File: config.mk
export PLATFORM = sky130hd
export DESIGN_NAME = store_merge_unit
export DESIGN_NICKNAME = d
export VERILOG_FILES = /design/src/rtl/store_merge_unit_pkg.sv /design/src/rtl/store_merge_unit_lane_merge.sv /design/src/rtl/store_merge_unit.sv
export SDC_FILE = /design/constraint.sdc
export NUM_CORES = 1
export LEC_CHECK = 0
export CAP_MARGIN = 20
export CORE_MARGIN = 5
export CORE_UTILIZATION = 43
export DETAILED_ROUTE_END_ITERATION = 8
export PLACE_DENSITY_LB_ADDON = 0.15
export SETUP_SLACK_MARGIN = 0.02
export SLEW_MARGIN = 0
export SYNTH_ARGS = -nofsm -noshare
export SYNTH_HDL_FRONTEND = slang
export SYNTH_HIERARCHICAL = 1
export SYNTH_SLANG_ARGS = --single-unit
File: constraint.sdc
create_clock -name CLK -period 3.9 [get_ports CLK]
set_clock_uncertainty 0.1 [all_clocks]
set_input_delay 0.78 -clock CLK [delete_from_list [all_inputs] [get_ports CLK]]
set_output_delay 0.78 -clock CLK [all_outputs]
set_load 0.01 [all_outputs]
File: src/rtl/store_merge_unit_pkg.sv
// Shared encodings for the sub-word store path: store size codes and FSM states.
package store_merge_unit_pkg;

    localparam logic [1:0] SZ_BYTE = 2'b00;
    localparam logic [1:0] SZ_HALF = 2'b01;
    localparam logic [1:0] SZ_WORD = 2'b10;

    typedef enum logic [2:0] {
        IDLE  = 3'd0,
        READ  = 3'd1,
        WAIT  = 3'd2,
        WRITE = 3'd3,
        DONE  = 3'd4
    } state_t;

endpackage

File: src/rtl/store_merge_unit_lane_merge.sv
// Little-endian lane insert: replaces one byte or halfword lane of an old word.
module lane_merge
    import store_merge_unit_pkg::*;
(
    input  logic [31:0] old_word,
    input  logic [31:0] data,
    input  logic [1:0]  size,
    input  logic [1:0]  lane,
    output logic [31:0] merged
);

    logic [31:0] mask;
    logic [31:0] shifted;

    always_comb begin
        mask    = 32'h0;
        shifted = 32'h0;
        merged  = data;
        if (size == SZ_BYTE) begin
            mask    = 32'h0000_00FF << {lane, 3'b000};
            shifted = {24'h0, data[7:0]} << {lane, 3'b000};
            merged  = (old_word & ~mask) | (shifted & mask);
        end else if (size == SZ_HALF) begin
            // Halfword lane is selected by lane[1] only; lane[0] is zero for legal halves.
            mask    = 32'h0000_FFFF << {lane[1], 4'b0000};
            shifted = {16'h0, data[15:0]} << {lane[1], 4'b0000};
            merged  = (old_word & ~mask) | (shifted & mask);
        end
    end

endmodule

File: src/rtl/store_merge_unit.sv
// Store path for sb/sh/sw: word stores write directly, sub-word stores read-merge-write.
module store_merge_unit
    import store_merge_unit_pkg::*;
#(
    parameter int RD_LATENCY = 1
) (
    input  logic        CLK,
    input  logic        Reset,
    input  logic        req,
    input  logic [1:0]  size,
    input  logic [31:0] addr,
    input  logic [31:0] wdata,
    output logic        busy,
    output logic        done,
    output logic        err,
    output logic [31:0] mem_addr,
    output logic        mem_rd,
    output logic        mem_wr,
    output logic [31:0] mem_wdata,
    input  logic [31:0] mem_rdata
);

    state_t      state, state_nxt;
    logic [2:0]  cnt;
    logic [31:0] addr_q;
    logic [1:0]  size_q;
    logic [31:0] wdata_q;
    logic [31:0] rd_q;
    logic        err_q;
    logic        bad_req;
    logic [31:0] merged;

    always_comb begin
        bad_req = (size == 2'b11) ||
                  (size == SZ_HALF && addr[0]) ||
                  (size == SZ_WORD && addr[1:0] != 2'b00);
    end

    always_ff @(posedge CLK or posedge Reset) begin
        if (Reset) begin
            state <= IDLE;
        end else begin
            state <= state_nxt;
        end
    end

    always_comb begin
        state_nxt = state;
        case (state)
            IDLE: begin
                if (req) begin
                    if (bad_req)              state_nxt = DONE;
                    else if (size == SZ_WORD) state_nxt = WRITE;
                    else                      state_nxt = READ;
                end
            end
            READ:    state_nxt = WAIT;
            WAIT:    if (cnt == 3'd1) state_nxt = WRITE;
            WRITE:   state_nxt = DONE;
            DONE:    state_nxt = IDLE;
            default: state_nxt = IDLE;
        endcase
    end

    always_ff @(posedge CLK or posedge Reset) begin
        if (Reset) begin
            cnt     <= 3'd0;
            addr_q  <= 32'h0;
            size_q  <= 2'b00;
            wdata_q <= 32'h0;
            rd_q    <= 32'h0;
            err_q   <= 1'b0;
        end else begin
            if (state == IDLE && req) begin
                addr_q  <= addr;
                size_q  <= size;
                wdata_q <= wdata;
                err_q   <= bad_req;
            end
            if (state == READ) begin
                cnt <= 3'(RD_LATENCY);
            end
            // Counter reaching 1 marks the cycle the memory drives valid read data.
            if (state == WAIT) begin
                cnt <= cnt - 3'd1;
                if (cnt == 3'd1) rd_q <= mem_rdata;
            end
        end
    end

    lane_merge u_lane_merge (
        .old_word (rd_q),
        .data     (wdata_q),
        .size     (size_q),
        .lane     (addr_q[1:0]),
        .merged   (merged)
    );

    always_comb begin
        busy      = (state != IDLE);
        done      = (state == DONE);
        err       = (state == DONE) && err_q;
        mem_rd    = (state == READ);
        mem_wr    = (state == WRITE);
        mem_addr  = (state == IDLE) ? 32'h0 : {addr_q[31:2], 2'b00};
        mem_wdata = (state == WRITE) ? merged : 32'h0;
    end

endmodule

==> results of run 1 <==
-- final cells by class --
class / instances / share of cell area (%)
repair buffers: 175 / 23.7
clock buffers: 12 / 3.46
clock inverters: 3 / 0.540
flip-flops and latches: 105 / 35.4
well taps: 168 / 2.84
inverters: 12 / 0.641
multi-input cells: 289 / 33.4
-- where the power goes --
part           switching (mW)  total (mW)  leakage (nW)  internal (mW)
registers               0.516        2.17          1.24           1.65
clock network           0.395       0.923         0.148          0.528
logic                    1.34        3.08          1.77           1.75
total                    2.25        6.18          3.16           3.93
-- logic make-up after synthesis --
group                      Yosys count  synth area share, %
AOI/OAI and AO/OA                   57                 7.67
and+or+nand+nor                    106                 12.6
muxes                              122                 25.4
adders and majority gates            2                0.469
DFF                                105                 49.3
buffers and inverters               46                 4.55
other                                1               0.0703
-- critical path, delay by kind of cell (launching register included) --
family | cells | cell delay [ps]
buffers and inverters | 2 | 750
AO/OA/AOI/OAI | 2 | 820
flip-flops | 1 | 680
AND/OR/NAND/NOR | 1 | 150
-- sequential cells by signal (all words and copies together), names as in the netlist --
| register | cells |
|---|---|
| addr_q | 32 |
| size_q | 2 |
| wdata_q | 32 |
| rd_q | 32 |
| err_q | 1 |
| cnt | 3 |
| state | 3 |
-- layout by cell type, fill, tap and decap left out, drive strengths merged, types with 2 or more instances in the layout --
cell type      netlist  final
a21o                 2      2
a21oi               13     13
a221o                8      8
a222oi               5      5
a22oi                2      2
a31oi                8      8
and2                 9      9
and3                34     34
buf                 21      8
clkbuf              13     12
clkdlybuf4s50        0    167
clkinv               0      2
conb                 1      2
dfrtp              105    105
ha                   2      2
inv                 12     12
mux2               106    106
mux2i               16     16
nand2                6      6
nand2b               3      3
nor2                 4      4
nor2b               41     41
nor3                 3      3
nor4b                2      2
o21ai               11     11
o221ai               3      3
o22ai                2      2
or2                  2      2
-- routing by layer --
metal	vias to the layer above	global-route usage [%]	wire length, µm
met5	-	0	14
met4	4	7.00	288
met3	25	7.60	1450
met2	155	32.8	7010
met1	2025	26.0	5960
li1	1881	-	-
-- stage by stage --
step                      power [mW]  hold slack, ps  setup WS, ps  area [µm²]  cells
final                           6.18             390           260        7410    764
after floorplan                 4.07             349           259        5340    440
after detailed placement        5.26             377           656        7120    749
after global placement          5.18             370           695        7120    749
after CTS                       6.23             393           257        7410    764
after global routing            6.61             404           131        7410    764
-- final timing paths --
check | startpoint | end | slack [ps] | cells past startpoint
min reg2reg | wdata_q[17] | wdata_q[17] | 390 | 1
max reg2reg | state[0] | rd_q[22] | 1820 | 4
min in group asynchronous | Reset | addr_q[22] | 730 | 2
max in group asynchronous | Reset | wdata_q[31] | 2230 | 3
min | wdata_q[17] | wdata_q[17] | 390 | 1
max | addr_q[1] | mem_wdata[12] | 260 | 5
==> summary.txt, run 1 <==
Clocking
  – Clk root buf: clkbuf_16
  – CTS Buffer Depth: 2
  – H-tree Lvls: 3
  – Setup bufs post-CTS: 0
  – Hold_buf cts: 0
  – Clk_lat worst skew: about 350 ps
  – Num Clock Sinks: roughly 110
  – Clk pin slew, worst setup/hold paths: 70 ps
  – CTS tree: built
  – Post-CTS Resized: 0
  – CTS Buf Count: 9

Floorplanning
  – FP Rows: 40
  – Io pins: 170
  – Initial Util: 44.2%
  – Die Y: ~120 µm
  – Die X: 121 µm
  – DIE AREA: 14700 µm²
  – Core area: 12100 µm²

Timing
  – Count of final hold-check violations: 0
  – Final Cycle Share: 93.3%
  – Max Slew Vio Count: 0
  – Period minus WS final: around 3600 ps
  – Unrepaired setup endpoints after global routing: no
  – Fmax: between 200 and 300 MHz
  – Setup Viol. Count Final: 0
  – Slew headroom: about three fifths
  – Worst Tran Pin Value: 610 ps
  – Setup TNS: 0 ps

Layout
  – Area of the multi-input gates: 2470 µm²
  – Layout net count: 695
  – Seq. cell area: ~2600 µm²
  – Share of cells above drive strength 1: 20.1%
  – Fill cells: 1028
  – ANT cells: 0
  – Area grow syn2layout: 39.0%
  – Final core utilization: a little over 60%

Logic synthesis
  – Yosys warns: 6
  – Post-synthesis sequential area ratio: 49.3%
  – Synth cell types: 38
  – Most numerous cell in the Yosys netlist: dfrtp_1
  – Ys flop type: dfrtp_1
  – Syn avg cell area: 12.2 µm²
  – Synth top area share: 49.3%
  – Synth area leader: dfrtp_1
  – Syn Inst Count: between 400 and 500
  – EDFF count, synth: 0
  – Cell area after synthesis: 5330 µm²
  – Flops & latches, synth: 105
  – Synth area leaders: dfrtp_1, mux2_2, nor2b_1
  – Commonest cells post-synth: dfrtp_1, mux2_2, nor2b_1, and3_1, mux2_1
  – Async S/R FF share, synth: 100%

Drt
  – Remaining DRCs: 0
  – DR WL/cell: just under 20 µm
  – Aggregate routed wire length: 14700 µm
  – Router iterations before antenna repair: 7
  – Drt via density: around 5.4
  – DRT antenna net count: 0
  – 1st-iter DRT viols: 325
  – Total number of vias: 4090

Job
  – Max-cap violation count: 0

Worst setup path
  – Crit path launch type: flip-flop
  – CP required: 3020 ps
  – Setup CP Type: reg -> out
  – CP Cell Sequence: inv_2 -> a211oi_2 -> a221o_1 -> and3_1 -> clkdlybuf4s50_1
  – Crit path max fanout: 11
  – Crit end category: primary output
  – Slowest cell on crit path: dfrtp_1
  – Crit path largest cell delay: 680 ps
  – Arr. time, crit path: 2760 ps

Run status
  – Status: complete, no violations

Placed design
  – GP Congestion: 0.855
  – PortBufs: 167
  – DP HPWL: between 10000 and 15000 µm

Global routing
  – Initial antenna violation count: 2
  – GR Util All Layers: around 21%
  – Largest net degree at the start of global routing: 69
  – Grt ovf: 0
  – Vias in the first global route: 4373
  – Global-route wire length before repair: 23700 µm

Power and ir drop
  – Max IR drop VDD: 0.500 mV
  – Power density over the cells: 833 nW/µm²
  – Leak: 3.16 nW

Hold path
  – Hold Path Class: reg -> reg
Power figures use the tool's default switching activity.
==> inputs of run 2 (changes only) <==
- PLACE_DENSITY_LB_ADDON: 0.15 -> 0.05
==> summary.txt, run 2 (synthesis results as in run 1) <==
Placed design
  – DP HPWL: 10500 µm (about the same)
  – GP Congestion: 0.814 (was 0.855)
  – Pre-CTS setup slack: 731 ps (was 656 ps)
  – Placed cells: 753 (was 749)
  – PortBufs: 167 (unchanged)

Worst setup path
  – CP required: 3020 ps (about the same)
  – Crit end category: primary output (unchanged)
  – FF-to-FF path depth: 3 (was 4)
  – Crit path max fanout: 9 (was 11)
  – Crit path launch type: flip-flop (unchanged)
  – R2R Setup Slk: 1580 ps (was 1820 ps)
  – Arr. time, crit path: 2680 ps (was 2760 ps)
  – Setup CP Type: reg -> out (unchanged)
  – FF-to-FF Start: state[0] (unchanged)
  – Reg2reg end: addr_q[30] (was rd_q[22])

Drt
  – Router iterations before antenna repair: 5 (was 7)
  – Drt via density: 5.24 (was 5.35)
  – Remaining DRCs: 0 (unchanged)
  – DRT antenna net count: 0 (unchanged)
  – Aggregate routed wire length: 14400 µm (was 14700 µm)
  – Total number of vias: 4032 (was 4090)
  – 1st-iter DRT viols: 280 (was 325)
  – DR WL/cell: 18.7 µm (was 19.3 µm)

Timing
  – Period minus WS final: 3560 ps (was 3640 ps)
  – Hold slack final: 398 ps (was 390 ps)
  – Unrepaired setup endpoints after global routing: no (unchanged)
  – Count of final hold-check violations: 0 (unchanged)
  – Setup Viol. Count Final: 0 (unchanged)
  – Max Slew Vio Count: 0 (unchanged)
  – PnR worst setup slack: 344 ps (was 260 ps)
  – Fmax: 281 MHz (was 275 MHz)
  – Setup TNS: 0 ps (unchanged)
  – Worst Tran Pin Value: 881 ps (was 610 ps)
  – Slew headroom: 41.3% (was 59.3%)
  – Final Cycle Share: 91.2% (was 93.3%)

Job
  – Max-cap violation count: 0 (unchanged)

Run status
  – Status: complete, no violations (unchanged)

Power and ir drop
  – Seq pwr share: 34.2% (was 35.1%)
  – Combinational share of power: 49.8% (was 49.9%)
  – Cell-internal power: 3.99 mW (was 3.93 mW)
  – Max IR drop VDD: 0.468 mV (was 0.500 mV)
  – Sw frac: 35.9% (was 36.4%)
  – Sw Pwr: 2.23 mW (was 2.25 mW)
  – Clk pwr share: 15.9% (was 14.9%)
  – Power density over the cells: 835 nW/µm² (was 833 nW/µm²)
  – Leak: 3.18 nW (was 3.16 nW)

Clocking
  – Clk root buf: clkbuf_16 (unchanged)
  – Post-CTS Resized: 0 (unchanged)
  – Setup bufs post-CTS: 0 (unchanged)
  – H-tree Lvls: 3 (unchanged)
  – Clk pin slew, worst setup/hold paths: 70 ps (about the same)
  – CTS Buffer Depth: 2 (unchanged)
  – CTS Buf Count: 9 (unchanged)
  – Hold_buf cts: 0 (unchanged)
  – CTS tree: built (unchanged)
  – Clk_lat worst skew: 360 ps (was 350 ps)
  – Num Clock Sinks: 105 (unchanged)

Layout
  – Layout net count: 699 (was 695)
  – Post-route insts no fill: 769 (was 764)
  – ANT cells: 0 (unchanged)
  – Final core utilization: 61.8% (was 61.5%)
  – Area grow syn2layout: 39.7% (was 39.0%)
  – Most common cell after layout, fill and taps aside: clkdlybuf4s50_1 (unchanged)
  – Top Registers: addr_q: 32 flops, rd_q: 32 flops, wdata_q: 32 flops (unchanged)
  – Most frequent cells in the layout: clkdlybuf4s50_1, dfrtp_1, mux2_2 (unchanged)
  – Share of cells above drive strength 1: 20.8% (was 20.1%)

Hold path
  – WHS Endpoint: wdata_q[17] (unchanged)
  – Hold path startpoint: wdata_q[17] (unchanged)
  – Hold Path Class: reg -> reg (unchanged)
  – Hold path depth: 1 (unchanged)

Floorplanning
  – Die Y: 121 µm (unchanged)
  – DIE AREA: 14700 µm² (unchanged)
  – Core area: 12100 µm² (unchanged)
  – Initial Util: 44.2% (unchanged)
  – FP Rows: 40 (unchanged)
  – Io pins: 170 (unchanged)
  – Die X: 121 µm (unchanged)

Global routing
  – GR Util All Layers: 20.2% (was 20.6%)
  – Grt ovf: 0 (unchanged)
  – Initial antenna violation count: 0 (was 2)
  – Global-route wire length before repair: 23100 µm (was 23700 µm)
  – Vias in the first global route: 4355 (was 4373)
  – Largest net degree at the start of global routing: 70 (was 69)
## run 2: layout make-up
type | count | area (µm²)
sequential | 105 | 2630
clock inverter | 5 | 85.1
inverter | 12 | 47.5
fill | 1009 | 4610
tap | 168 | 210
timing repair buffer | 179 | 1760
clock buffer | 11 | 243
multi-input combinational | 289 | 2470
## run 2: through the flow
stage	cell area [µm²]	total power, mW
3_5_place_dp	7120	5.26
3_3_place_gp	7120	5.18
6_report	7450	6.22
5_1_grt	7450	6.65
4_1_cts	7450	6.29
2_1_floorplan	5340	4.07
## run 2: worst max path at each step
stage	slack (ps)	cells after the start	endpoint	start
2_1_floorplan	260	1	addr_q[0]	Reset
3_3_place_gp	740	6	mem_wdata[13]	addr_q[1]
3_5_place_dp	730	6	mem_wdata[13]	addr_q[1]
4_1_cts	330	6	mem_wdata[13]	addr_q[1]
5_1_grt	230	6	mem_wdata[13]	addr_q[1]
6_report	340	6	mem_wdata[13]	addr_q[1]
## run 2: power groups by stage
| stage | combinational [mW] | sequential (mW) | clock [mW] |
|---|---|---|---|
| final | 3.10 | 2.13 | 0.990 |
| after global routing | 3.37 | 2.21 | 1.07 |
| after global placement | 3.05 | 2.13 | 0 |
| after detailed placement | 3.11 | 2.15 | 0 |
| after CTS | 3.13 | 2.13 | 1.03 |
| after floorplan | 2.16 | 1.91 | 0 |
## run 2: routing by layer
metal / up-vias / share of wire [%] / global-route usage [%] / wire (µm)
met1: 1980 / 41 / 24.5 / 5940
met3: 21 / 9.3 / 8.95 / 1330
met2: 145 / 48 / 32.4 / 6850
met4: 0 / 1.9 / 6.30 / 270
li1: 1886 / - / - / -
met5: - / 0 / 0 / 0
## run 2: worst max-delay path: stages, from the launching register on
cell	delay, ps
dfrtp_1	540
nor4b_4	90
buf_4	170
a211oi_2	550
a221o_1	250
and3_1	170
clkdlybuf4s50_1	540
==> inputs of run 3 (changes only) <==
- SLEW_MARGIN: 0 -> 20
==> results of run 3 <==
Final layout, timing and power as in run 2 (identical DEF).
